==> src/rtl/multicycle_control.sv <==
// ---------------------------------------------------------------------------
// multicycle_control
//   Control FSM for the multi-cycle MIPS core. Sequences the shared ALU,
//   register file, PC and unified memory across FETCH / DECODE / EXEC /
//   MEM_RD / MEM_WR / WB. It translates the IR opcode/funct into ALU control
//   codes, stalls on the memory handshake, and counts retired instructions.
//
// Ports
//   clk, reset     single clock; synchronous active-high reset
//   opcode, funct  IR fields (stable from DECODE onward)
//   alu_zero       ALU zero flag, used by BEQ/BNE
//   alu_overflow   ALU overflow flag, latched by ADD/SUB/ADDI in EXEC
//   mem_ready      memory completes the current access this cycle
//   pc_we/pc_src   PC write enable and source select
//   ir_we          IR load enable
//   mem_addr_sel   memory address source (0=PC, 1=ALU result register)
//   mem_we/mem_re  memory write strobe / read request
//   reg_we/reg_dst/wb_src  register file write controls
//   alu_src_b      ALU B operand select
//   alu_opcode/alu_funct   ALU control code
//   state          current FSM state (debug)
//   instr_done     pulse on the last cycle of each instruction
//   ovf_err        pulse when an overflowing writeback is suppressed
//   illegal        sticky flag for an undecodable instruction
//   retired        count of instr_done pulses (wraps)
// ---------------------------------------------------------------------------
module multicycle_control #(
   parameter int CNT_W = 32
) (
   input  logic             clk,
   input  logic             reset,
   input  logic [5:0]       opcode,
   input  logic [5:0]       funct,
   input  logic             alu_zero,
   input  logic             alu_overflow,
   input  logic             mem_ready,
   output logic             pc_we,
   output logic [1:0]       pc_src,
   output logic             ir_we,
   output logic             mem_addr_sel,
   output logic             mem_we,
   output logic             mem_re,
   output logic             reg_we,
   output logic [1:0]       reg_dst,
   output logic [1:0]       wb_src,
   output logic [1:0]       alu_src_b,
   output logic [5:0]       alu_opcode,
   output logic [5:0]       alu_funct,
   output logic [2:0]       state,
   output logic             instr_done,
   output logic             ovf_err,
   output logic             illegal,
   output logic [CNT_W-1:0] retired
);

   typedef enum logic [2:0] {
      FETCH  = 3'd0,
      DECODE = 3'd1,
      EXEC   = 3'd2,
      MEM_RD = 3'd3,
      MEM_WR = 3'd4,
      WB     = 3'd5,
      HALT   = 3'd7
   } stateT;

   typedef enum logic [3:0] {
      OP_LW, OP_SW, OP_J, OP_JAL, OP_JR, OP_BEQ, OP_BNE,
      OP_XORI, OP_ADDI, OP_ADD, OP_SUB, OP_SLT, OP_BAD
   } instrT;

   stateT curState;
   instrT instr;
   logic  ovfLatch;

   assign state = curState;

   // Instruction class from the IR fields; only meaningful from DECODE on.
   always_comb begin
      instr = OP_BAD;
      case (opcode)
         6'b000000: begin
            case (funct)
               6'b001000: instr = OP_JR;
               6'b100000: instr = OP_ADD;
               6'b100010: instr = OP_SUB;
               6'b101010: instr = OP_SLT;
               default:   instr = OP_BAD;
            endcase
         end
         6'b100011: instr = OP_LW;
         6'b101011: instr = OP_SW;
         6'b000010: instr = OP_J;
         6'b000011: instr = OP_JAL;
         6'b000100: instr = OP_BEQ;
         6'b000101: instr = OP_BNE;
         6'b001110: instr = OP_XORI;
         6'b001000: instr = OP_ADDI;
         default:   instr = OP_BAD;
      endcase
   end

   // Control outputs depend on the current state and on same-cycle inputs
   // (mem_ready, alu_zero), so they are decoded combinationally. Reset
   // forces every enable and select to zero regardless of state.
   always_comb begin
      // NOTE: every output gets a default before the case so no path leaves
      // it unassigned; otherwise synthesis infers a latch.
      pc_we        = 1'b0;
      pc_src       = 2'd0;
      ir_we        = 1'b0;
      mem_addr_sel = 1'b0;
      mem_we       = 1'b0;
      mem_re       = 1'b0;
      reg_we       = 1'b0;
      reg_dst      = 2'd0;
      wb_src       = 2'd0;
      alu_src_b    = 2'd0;
      alu_opcode   = 6'b001000;
      alu_funct    = 6'b100000;
      instr_done   = 1'b0;
      ovf_err      = 1'b0;
      if (!reset) begin
         case (curState)
            FETCH: begin
               mem_re = 1'b1;
               if (mem_ready) begin
                  ir_we = 1'b1;
                  pc_we = 1'b1;
               end
            end
            DECODE: begin
               case (instr)
                  OP_J: begin
                     pc_we      = 1'b1;
                     pc_src     = 2'd2;
                     instr_done = 1'b1;
                  end
                  OP_JAL: begin
                     pc_we      = 1'b1;
                     pc_src     = 2'd2;
                     reg_we     = 1'b1;
                     reg_dst    = 2'd2;
                     wb_src     = 2'd2;
                     instr_done = 1'b1;
                  end
                  OP_JR: begin
                     pc_we      = 1'b1;
                     pc_src     = 2'd3;
                     instr_done = 1'b1;
                  end
                  default: ;
               endcase
            end
            EXEC: begin
               case (instr)
                  OP_LW, OP_SW, OP_ADDI: alu_src_b = 2'd1;
                  OP_XORI: begin
                     alu_opcode = 6'b001110;
                     alu_src_b  = 2'd2;
                  end
                  OP_ADD, OP_SUB, OP_SLT: begin
                     alu_opcode = 6'b000000;
                     alu_funct  = funct;
                  end
                  OP_BEQ: begin
                     alu_opcode = opcode;
                     pc_we      = alu_zero;
                     pc_src     = 2'd1;
                     instr_done = 1'b1;
                  end
                  OP_BNE: begin
                     alu_opcode = opcode;
                     pc_we      = ~alu_zero;
                     pc_src     = 2'd1;
                     instr_done = 1'b1;
                  end
                  default: ;
               endcase
            end
            MEM_RD: begin
               mem_re       = 1'b1;
               mem_addr_sel = 1'b1;
            end
            MEM_WR: begin
               mem_addr_sel = 1'b1;
               mem_we       = mem_ready;
               instr_done   = mem_ready;
            end
            WB: begin
               case (instr)
                  OP_LW: begin
                     reg_dst = 2'd0;
                     wb_src  = 2'd1;
                  end
                  OP_ADD, OP_SUB, OP_SLT: reg_dst = 2'd1;
                  default: ;
               endcase
               reg_we     = ~ovfLatch;
               ovf_err    = ovfLatch;
               instr_done = 1'b1;
            end
            default: ;
         endcase
      end
   end

   // State, overflow latch, sticky illegal flag and retired counter.
   always_ff @(posedge clk) begin
      // NOTE: sequential state uses non-blocking assignments so every
      // register samples pre-edge values, independent of statement order.
      if (reset) begin
         curState <= FETCH;
         ovfLatch <= 1'b0;
         illegal  <= 1'b0;
         retired  <= '0;
      end else begin
         if (instr_done)
            retired <= retired + {{(CNT_W-1){1'b0}}, 1'b1};
         case (curState)
            FETCH: begin
               ovfLatch <= 1'b0;
               if (mem_ready)
                  curState <= DECODE;
            end
            DECODE: begin
               case (instr)
                  OP_J, OP_JAL, OP_JR: curState <= FETCH;
                  OP_BAD: begin
                     illegal  <= 1'b1;
                     curState <= HALT;
                  end
                  default: curState <= EXEC;
               endcase
            end
            EXEC: begin
               // Only signed-arithmetic ops can suppress their writeback.
               if (instr inside {OP_ADD, OP_SUB, OP_ADDI})
                  ovfLatch <= alu_overflow;
               case (instr)
                  OP_BEQ, OP_BNE: curState <= FETCH;
                  OP_LW:          curState <= MEM_RD;
                  OP_SW:          curState <= MEM_WR;
                  default:        curState <= WB;
               endcase
            end
            MEM_RD: if (mem_ready) curState <= WB;
            MEM_WR: if (mem_ready) curState <= FETCH;
            WB:     curState <= FETCH;
            HALT:   curState <= HALT;
            default: curState <= FETCH;
         endcase
      end
   end

endmodule

==> config.mk <==
export PLATFORM = sky130hd
export DESIGN_NAME = multicycle_control
export DESIGN_NICKNAME = d
export VERILOG_FILES = /design/src/rtl/multicycle_control.sv
export SDC_FILE = /design/constraint.sdc
export NUM_CORES = 1
export LEC_CHECK = 0
export CAP_MARGIN = 15
export CORE_AREA = 2 2 83 85
export CTS_BUF_LIST = sky130_fd_sc_hd__clkbuf_4 sky130_fd_sc_hd__clkbuf_8
export CTS_CLUSTER_DIAMETER = 30
export CTS_CLUSTER_SIZE = 8
export DETAILED_ROUTE_END_ITERATION = 7
export DIE_AREA = 0 0 85 87
export HOLD_SLACK_MARGIN = 0.03
export PLACE_DENSITY_LB_ADDON = 0.12
export SLEW_MARGIN = 10
export SYNTH_ARGS = -nofsm -noshare
export SYNTH_HDL_FRONTEND = slang
export SYNTH_SLANG_ARGS = --single-unit
==> constraint.sdc <==
create_clock -name clk -period 3.34 [get_ports clk]
set_clock_uncertainty 0.2 [all_clocks]
set_input_delay 0.668 -clock clk [delete_from_list [all_inputs] [get_ports clk]]
set_output_delay 0.668 -clock clk [all_outputs]
set_load 0.005 [all_outputs]
; Word level (Yosys, flattened, before mapping)
; Index checks and enable logic that the tools add are counted.
[totals]
ff_bits = 37
inputBits = 17
output_inout_bits = 64
elab_cells = 107
[classes]
addsub = 1
n_eq_ne = 34
mux = 51
n_bitwise = 2
reduce_logical = 15
[ops]
columns = cell, count
row1 = $pmux 4 s9, 1
row2 = $add 32x1->32 const B, 1
row3 = $eq 6x6->1 const B, 5
row4 = $mux 6, 5
row5 = $mux 1, 21
row6 = $eq 4x4->1 const B, 5
row7 = $pmux 2 s2, 5
row8 = $eq 6x4->1 const B, 3
row9 = $pmux 3 s6, 1
row10 = $pmux 6 s3, 1
row11 = $eq 4x3->1 const B, 4
row12 = $pmux 4 s4, 1
row13 = $eq 6x2->1 const B, 2
row14 = $eq 6x3->1 const B, 2
row15 = $mux 2, 6
row16 = $eq 3x3->1 const B, 3
row17 = $mux 3, 3
row18 = $pmux 3 s3, 1
row19 = $reduce_or 3->1, 3
row20 = $eq 4x2->1 const B, 2
row21 = $ne 2x2->1 const B, 4
row22 = $reduce_or 2->1, 4
row23 = $eq 3x2->1 const B, 2
row24 = $logic_not 6->1, 1
row25 = 13 further kinds, 17

; Logic depth before layout (Yosys ltp)
; Gate-level depths: netlist (run 1).
[logic_depth]
ltp_word = 8
ltp_mapped = 9

; Worst setup path after synthesis (run 1)
; OpenSTA, ideal clock, no wires.
[synth_path]
kind = input port to output port
startpoint = in opcode[5]
endpoint = out pc_we
arrival_time_ps = 2323
slack_ps = 149
cell_stages = 8
path_cell_list = buf_6 or4_4 a211oi_1 o21ba_2 nand2_4 buf_6 a21boi_0 o211a_1
[synth_between]
elab_chain_cells = 7
elab_cells_between_ends = 20
cone_classes = eq/ne: 13 / mux: 5 / reduce/logical: 2
[synth_rtl]
columns = element, line_no
row1 = "start, declared", 32  ; input logic [5:0] opcode,
row2 = "$eq 6x4->1, or another cell as far along", 80  ; case (opcode)
row3 = $pmux 4 s9 (*), 80
row4 = $eq 4x2->1 / $eq 4x3->1 (equally long branches), 132  ; case (instr)
row5 = $reduce_or 3->1 (no source line), -
row6 = $mux 1, 132
row7 = $pmux 1 s3 (*), 123  ; case (curState)
row8 = $mux 1 (*), 122  ; if (!reset) begin
row9 = "end, declared", 37  ; output logic pc_we,
; Mark *: on every way between the ends. The rest lies on a longest branch, timed or not.

; Final worst setup path (run 1)
[layout_path]
startpoint = in funct[1]
endpoint = out pc_src[0]
[layout_between]
elab_chain_cells = 8
elab_cells_between_ends = 17
cone_classes = eq/ne: 9 / mux: 6 / reduce/logical: 2
[layout_rtl]
columns = element, line_no
row1 = "start, declared", 33  ; input logic [5:0] funct,
row2 = $eq 6x6->1 / $eq 6x4->1 (equally long branches), 82  ; case (funct)
row3 = $pmux 4 s4 (*), 82
row4 = $pmux 4 s9 (*), 80
row5 = $eq 4x2->1 / $eq 4x3->1 (equally long branches), "132, 155"
row6 = $reduce_or 2->1 (no source line), -
row7 = $pmux 2 s2 / $mux 1 (equally long branches), "132, 155"
row8 = $pmux 2 s2 (*), 123
row9 = $mux 2 (*), 122
row10 = "end, declared", 38  ; output logic [1:0] pc_src,
; Marked as above.

==> results of run 1 <==
logic make-up after synthesis:
| family | share of synthesized area |
|---|---|
| fa+ha+maj | 0.00393 |
| buf+inv | 0.0700 |
| mux | 0.0979 |
| simple gates | 0.405 |
| flops | 0.233 |
| xor+xnor | 0.00550 |
| compound gates | 0.183 |
| other cells | 0.00236 |
worst register-to-register path, cell delays in order, from the launching register on:
cell	delay, ns
dfxtp_1	0.48
nand4_1	0.27
nor3_1	0.42
and2_0	0.59
nand4_1	0.18
o22ai_1	0.21
mux2_1	0.33
routing by layer:
metal	up-vias	GRT usage	routed length [um]
li1	1817	-	-
met4	0	0.0606	98
met5	-	0	0
met3	13	0.0493	710
met2	137	0.406	4480
met1	1763	0.384	4740
metrics by stage:
stage | utilization | instances | setup TNS [ns]
floorplan | - | 437 | 0
global placement | 0.652 | 613 | -10.68
detailed placement | 0.652 | 613 | -11.14
CTS | 0.685 | 628 | -0.0157
global route | 0.693 | 629 | -0.304
finish | 0.693 | 629 | -0.0500
final cells by class:
type                    instances  area (um^2)  share of cell area
multi-input cells             355         2390               0.524
repair buffers                142         1210               0.266
flip-flops and latches         37          741               0.163
well taps                      80          100              0.0220
clock buffers                   6         76.3              0.0168
inverters                       8         30.0             0.00660
clock inverters                 1         8.76             0.00192
repair_timing:
item                       in CTS  in global routing
pin swaps                      18                  6
resized for setup              67                 12
setup endpoints to repair      17                 14
setup buffers                   9                  1
cell usage after synthesis (all sizes together) (4+ instances only):
| cell | instances |
|---|---|
| mux2 | 25 |
| a21oi | 12 |
| and3 | 13 |
| nor2b | 31 |
| and4 | 4 |
| nand2 | 30 |
| nand2b | 10 |
| buf | 15 |
| dfxtp | 37 |
| nor3 | 10 |
| or3 | 6 |
| a211oi | 6 |
| o21ai | 7 |
| nor2 | 56 |
| inv | 8 |
| o32ai | 11 |
| nor3b | 5 |
| clkbuf | 22 |
| o211ai | 5 |
| nand3 | 29 |
| nand4 | 26 |
| o21bai | 4 |
| o22ai | 15 |
state kept, by name, summed over array words and instances (netlist names):
signal,count
retired,32
state,3
illegal,1
ovfLatch,1
power groups by stage:
stage	Combinational [mW]	Sequential, mW	Clock (mW)
CTS	0.544	0.502	0.326
global route	0.603	0.508	0.342
finish	0.550	0.504	0.322
floorplan	0.311	0.498	0
detailed placement	0.533	0.512	0
global placement	0.528	0.512	0
final timing paths:
check	endpoint	depth (start not counted)	start	slack [ns]
min reg2reg	illegal	2	illegal	0.28
min	illegal	2	illegal	0.28
max reg2reg	retired[28]	6	retired[12]	0.54
max	pc_src[0]	8	funct[1]	-0.05
==> impl_metrics.json, run 1 <==
{
  "status": "finished, violations left",
  "violations": "negative setup slack",
  "final_design_area_no_fill_um2": 4550,
  "peakVddDrop_uv": 346,
  "dpl_cell_area_um2": 4280,
  "worstPathCellList": "clkdlybuf4s50_1, nand2b_4, a311oi_4, buf_4, o21bai_1, or4_1, o21ai_2, buf_2",
  "slew_headroom": 0.409,
  "ys.warnings.count": 0,
  "min_path_type": "flip-flop to flip-flop",
  "nNetsFinal": 567,
  "switchingPower_mw": 0.491,
  "synth_edf_count": 0,
  "hold_buffers": 0,
  "switching_share": 0.357,
  "p_int_mw": 0.885,
  "die-area_um2": 7400,
  "root_buffer": "clkbuf_8",
  "wl_per_cell_um": 16.0,
  "cts_tree": "built",
  "cts_made_buffers": 5,
  "cpPeakStageDelay_ns": 0.48,
  "cts.reportedPaths.clkPinSlew_ns": 0.08,
  "slowest_stage": "clkdlybuf4s50_1",
  "core-area_um2": 6570,
  "start_util": 0.485,
  "ios": 81,
  "ys_seq_area_frac": 0.233,
  "grt_pass1_vias": 3272,
  "grt.overflow.total": 0,
  "synthArstFlopShare": 0,
  "worstSetupStartpointType": "input pin",
  "power_density_nw_per_um2": 302,
  "totalWireLength_um": 10000,
  "combPwrFrac": 0.400,
  "worstSkewPairLatency_ns": 0.30,
  "antenna_found_initial": 0,
  "drtIter0Drc": 227,
  "dr.pass1.iters": 5,
  "final_antenna_net_count": 0,
  "path_class": "input pin to output pin",
  "synth.top_cell.area_share": 0.233,
  "path_delay_family": "buffers and inverters",
  "post-route-period-util": 1.01,
  "layout_common_cells": "68 x buf_4, 55 x nor2_1, 50 x clkdlybuf4s50_1",
  "viasPerCell": 5.93,
  "yosys.area.top_type": "dfxtp_1",
  "dp_slack_ns": -0.744,
  "synth-seq-cells": 37,
  "grt_max_degree": 62,
  "crit_buf_inv": 3,
  "syn-cell-area_um2": 3180,
  "rsz0062_at_grt": "true",
  "final_common_cell": "buf_4",
  "antenna_cells": 0,
  "endpoint_kind": "output pin",
  "fin_crit_ns": 3.39,
  "synth_cell_types": 63,
  "fin_ws_ns": -0.0500,
  "grt_first_pass_wirelength_um": 16100,
  "cts-htree-levels": 2,
  "fmax_ghz": 0.295,
  "port_buffers": 74,
  "hpwlAfterDp_um": 7260,
  "p_total_mw": 1.38,
  "path_max_fanout": 3,
  "finalMaxSlewViolations": 0,
  "drv_cap": 0,
  "tightest_slew_ns": 0.883,
  "nFillCells": 579,
  "avgSynthCellArea_um2": 7.35,
  "synthCells": 433,
  "die_h_um": 87,
  "cts_buffer_depth": 2,
  "worstPathRequired_ns": 2.47,
  "num_rows": 30,
  "p_seq_frac": 0.366,
  "cts.sinks": 37,
  "setup_viol": 1,
  "layout-drive-gt1-share": 0.235,
  "place_congestion": 0.893,
  "yosys-top-cells-area": "dfxtp_1 23%, nor2_1 6.6%, nor2b_1 6.1%",
  "p_clk_frac": 0.234,
  "final_hold_viol_count": 0,
  "p_leak_nw": 1.75,
  "grtUsageTotal": 0.264,
  "die_x_um": 85,
  "crit_arrival_ns": 2.52,
  "synth_flop_cell": "dfxtp_1",
  "synthToLayoutAreaGrowth_pct": 43.0,
  "drc": 0,
  "hold_slack_ns": 0.277,
  "num_vias": 3730
}
(Power assumes the default switching activity.)
==> run 2, diff against run 1 <==
Settings changed: MAX_ROUTING_LAYER from default to met4.
==> impl_metrics.json, run 2 (synthesized netlist as in run 1, its figures left out) <==
{
  "whs_endpoint": "illegal",
  "place_congestion": 0.942,
  "worstPathRequired_ns": 2.47,
  "antenna_found_initial": 0,
  "port_buffers": 74,
  "holdPathStages": 2,
  "totalWireLength_um": 10200,
  "worstPathCellList": "buf_6, or4_4, a311oi_2, buf_4, o21bai_2, or4_4, o21ai_2, buf_2",
  "grt_use_met1": 0.392,
  "nFillCells": 576,
  "status": "finished, violations left",
  "r2r-start": "retired[12]",
  "largest_reg_flops": 32,
  "cts_tree": "built",
  "fmax_ghz": 0.297,
  "layout-drive-gt1-share": 0.246,
  "die-area_um2": 7400,
  "rrSetupSlack_ns": 0.57,
  "grtUsageTotal": 0.277,
  "fin_ws_ns": -0.0218,
  "rsz0062_at_grt": "true",
  "grt_first_pass_wirelength_um": 16200,
  "wl_per_cell_um": 16.3,
  "min_path_type": "flip-flop to flip-flop",
  "synthToLayoutAreaGrowth_pct": 42.4,
  "nNetsFinal": 566,
  "hold_slack_ns": 0.276,
  "cts.reportedPaths.clkPinSlew_ns": 0.08,
  "final_hold_viol_count": 0,
  "min_from": "illegal",
  "ios": 81,
  "path_max_fanout": 4,
  "path_class": "input pin to output pin",
  "die_h_um": 87,
  "endpoint_kind": "output pin",
  "cts.sinks": 37,
  "violations": "negative setup slack",
  "cts_made_buffers": 5,
  "final_common_cell": "buf_4",
  "crit_buf_inv": 3,
  "reg2reg_to": "retired[29]",
  "peakVddDrop_uv": 283,
  "drtIter0Drc": 198,
  "largest-register": "retired",
  "grt_max_degree": 62,
  "post-route-period-util": 1.01,
  "cts-htree-levels": 2,
  "busiest_layer": "met2",
  "core-area_um2": 6570,
  "antenna_cells": 0,
  "drv_cap": 0,
  "grt_pass1_vias": 3264,
  "worstSkewPairLatency_ns": 0.30,
  "power_density_nw_per_um2": 304,
  "met2_usage": 0.422,
  "cts_buffer_depth": 2,
  "slowest_stage": "or4_4",
  "setup_viol": 2,
  "die_x_um": 85,
  "worstSetupStartpointType": "input pin",
  "worstSetupPathDepth": 8,
  "path_common_cell": "or4_4",
  "grt.overflow.total": 0,
  "viasPerCell": 6.02,
  "dr.pass1.iters": 5,
  "p_leak_nw": 1.74,
  "r2r_cells": 6,
  "root_buffer": "clkbuf_8",
  "cpPeakStageDelay_ns": 0.59,
  "start_util": 0.485,
  "hpwlAfterDp_um": 7390,
  "groute.layer.met3.usage": 0.0341,
  "layout_common_cells": "64 x buf_4, 55 x nor2_1, 49 x clkdlybuf4s50_1",
  "path_delay_family": "simple AND/OR/NAND/NOR gates",
  "num_rows": 30,
  "fin_util": 0.690,
  "slew_headroom": 0.420,
  "tightest_slew_ns": 0.867,
  "finalMaxSlewViolations": 0,
  "drc": 0,
  "num_vias": 3785,
  "final_antenna_net_count": 0,
  "dp_slack_ns": -0.774,
  "fin_crit_ns": 3.36,
  "crit_arrival_ns": 2.49
}
run 2: worst register-to-register path, delay by kind of cell (launching register included):
family,cells,cell delay (ns)
DFF,1,0.48
AOI/OAI and AO/OA,1,0.20
muxes,1,0.34
and+or+nand+nor,4,1.46
run 2: metal layers:
layer / vias to the layer above / wire length, um
li1: 1818 / -
met1: 1835 / 4910
met2: 121 / 4740
met3: 11 / 509
met4: 0 / 93
met5: - / 0
run 2: final cells by class:
type | instances | area, um^2 | area share
Clock buffer | 5 | 68.8 | 0.0152
Clock inverter | 3 | 21.3 | 0.00469
Inverter | 8 | 30.0 | 0.00662
Multi-Input combinational cell | 355 | 2390 | 0.526
Sequential cell | 37 | 741 | 0.163
Tap cell | 80 | 100 | 0.0221
Timing Repair Buffer | 141 | 1190 | 0.262
run 2: worst max path at each step:
stage / from / end / slack, ns
after floorplan: opcode[5] / pc_we / 0.15
after global placement: opcode[0] / pc_src[0] / -0.83
after detailed placement: funct[0] / reg_we / -0.77
after CTS: opcode[4] / reg_we / -0.03
after global routing: opcode[5] / reg_we / -0.07
final: opcode[5] / pc_src[0] / -0.02
run 2: timing repair:
| item | CTS | global route |
|---|---|---|
| buffers inserted | 6 | 2 |
| setup endpoints to repair | 15 | 6 |
| hold buffers | 0 | 0 |
| resized for setup | 82 | 17 |
| pin swaps | 17 | 6 |
run 2: power breakdown:
| group | total (mW) | leakage [nW] | internal (mW) | switching (mW) |
|---|---|---|---|---|
| registers | 0.505 | 0.299 | 0.464 | 0.0410 |
| logic | 0.545 | 1.40 | 0.264 | 0.281 |
| clock network | 0.327 | 0.0445 | 0.148 | 0.179 |
| total | 1.38 | 1.74 | 0.875 | 0.501 |
run 2: stage by stage:
step                      setup TNS [ns]  instance area [um^2]  cells  power, mW
after floorplan                        0                  3200    437      0.809
after global placement            -10.65                  4280    613       1.04
after detailed placement          -10.92                  4280    613       1.05
after CTS                        -0.0407                  4510    627       1.38
after global routing              -0.178                  4530    629       1.46
final                            -0.0289                  4530    629       1.38
==> run 3, diff against run 2 <==
Settings changed: CORE_AREA 2 2 83 85 to 2 2 80 82, CTS_CLUSTER_DIAMETER 30 to 100, DIE_AREA 0 0 85 87 to 0 0 82 84.
Clock period 3.34 ns to 4.05 ns, I/O delays scaled along.
==> impl_metrics.json, run 3 (synthesized netlist as in run 1, its figures left out) <==
{
  "finalMaxSlewViolations": 0,
  "ios": 81,
  "grt.overflow.total": 0,
  "num_rows": 29,
  "die_h_um": 84,
  "slowest_stage": "clkdlybuf4s50_1",
  "slew_headroom": 0.417,
  "status": "finished, final reports clean",
  "whs_endpoint": "illegal",
  "die-area_um2": 6890,
  "grt_pass1_vias": 3307,
  "antenna_found_initial": 0,
  "drtIter0Drc": 244,
  "drc": 0,
  "worstPathCellList": "dlygate4sd2_1, buf_4, buf_4, nor2b_1, buf_4, nand4_1, or2_2, a21oi_1, clkdlybuf4s50_1",
  "tightest_slew_ns": 0.871,
  "synthToLayoutAreaGrowth_pct": 38.7,
  "port_buffers": 74,
  "fin_setup_tns_ns": 0,
  "holdPathStages": 2,
  "layout-drive-gt1-share": 0.184,
  "cts-htree-levels": 2,
  "antenna_cells": 0,
  "reg2reg_to": "retired[31]",
  "rrSetupSlack_ns": 1.18,
  "worstSkewPairLatency_ns": 0.30,
  "place_congestion": 0.921,
  "power_density_nw_per_um2": 255,
  "cpPeakStageDelay_ns": 0.54,
  "hold_slack_ns": 0.264,
  "largest-register": "retired",
  "grtUsageTotal": 0.298,
  "cts_tree": "built",
  "cts.reportedPaths.clkPinSlew_ns": 0.07,
  "wl_per_cell_um": 16.2,
  "post-route-period-util": 0.982,
  "cts.sinks": 37,
  "final_common_cell": "clkdlybuf4s50_1",
  "core-area_um2": 6100,
  "min_from": "illegal",
  "dp_slack_ns": -0.379,
  "path_max_fanout": 7,
  "cts_made_buffers": 5,
  "num_vias": 3668,
  "worstSetupStartpointType": "input pin",
  "drv_cap": 0,
  "setup_viol": 0,
  "crit_arrival_ns": 2.97,
  "path_class": "input pin to output pin",
  "p_total_mw": 1.13,
  "min_path_type": "flip-flop to flip-flop",
  "fin_ws_ns": 0.0743,
  "hpwlAfterDp_um": 7270,
  "cts_buffer_depth": 2,
  "r2r_cells": 7,
  "place_inst": 598,
  "fmax_ghz": 0.252,
  "viasPerCell": 6.02,
  "totalWireLength_um": 9860,
  "final_antenna_net_count": 0,
  "final_hold_viol_count": 0,
  "worstPathRequired_ns": 3.04,
  "largest_reg_flops": 32,
  "fin_cells": 609,
  "start_util": 0.522,
  "dr.pass1.iters": 5,
  "grt_max_degree": 64,
  "fin_util": 0.724,
  "final_design_area_no_fill_um2": 4410,
  "r2r-start": "state[0]",
  "endpoint_kind": "output pin",
  "path_common_cell": "buf_4",
  "nNetsFinal": 549,
  "dpl_cell_area_um2": 4190,
  "root_buffer": "clkbuf_8",
  "p_leak_nw": 1.68,
  "grt_first_pass_wirelength_um": 16000,
  "layout_common_cells": "59 x clkdlybuf4s50_1, 54 x nor2_1, 50 x buf_4",
  "peakVddDrop_uv": 366,
  "fin_crit_ns": 3.98,
  "rsz0062_at_grt": "false",
  "die_x_um": 82
}
-- run 3: changes by cell type in the layout (fill, tap and decap cells not counted), sizes merged, moves of 3 or more --
cell / previous run / this run
clkdlybuf4s50: 49 / 59
dlymetal6s2s: 0 / 5
buf: 76 / 52
clkbuf: 11 / 6
dlygate4sd2: 10 / 7
-- run 3: per-layer routing --
layer / wire [um] / up-vias / GRT usage
met3: 667 / 13 / 0.0519
met1: 4510 / 1735 / 0.425
met4: 142 / 0 / 0.0742
met5: 0 / - / -
met2: 4540 / 137 / 0.435
li1: - / 1783 / -
-- run 3: worst max-delay path, delay by kind of cell --
family | cells | cell delay (ns)
AOI/OAI and AO/OA | 1 | 0.16
and+or+nand+nor | 3 | 0.79
buffers and inverters | 5 | 1.22
-- run 3: final cells by class --
cell class	count	area, um^2
Clock buffer	6	82.6
Tap cell	77	96.3
Sequential cell	37	741
Clock inverter	2	13.8
Multi-Input combinational cell	355	2340
Fill cell	509	1680
Timing Repair Buffer	124	1110
Inverter	8	30.0
-- run 3: how the worst max path moves through the flow --
| stage | startpoint | to | depth (start not counted) |
|---|---|---|---|
| floorplan | opcode[5] | pc_we | 8 |
| global placement | funct[0] | reg_we | 7 |
| detailed placement | funct[0] | reg_we | 7 |
| CTS | opcode[4] | pc_src[0] | 8 |
| global route | opcode[1] | alu_src_b[0] | 9 |
| finish | opcode[1] | alu_src_b[0] | 9 |
-- run 3: where the power goes --
part / internal [mW] / total [mW] / leakage [nW] / switching [mW]
clock network: 0.138 / 0.279 / 0.0512 / 0.141
logic: 0.207 / 0.441 / 1.33 / 0.234
registers: 0.382 / 0.407 / 0.299 / 0.0242
-- run 3: what timing repair did --
action,CTS,global route
resized for setup,29,13
setup buffers,2,1
endpoints found under the setup margin,12,7
hold buffers,0,0
pin swaps,9,6
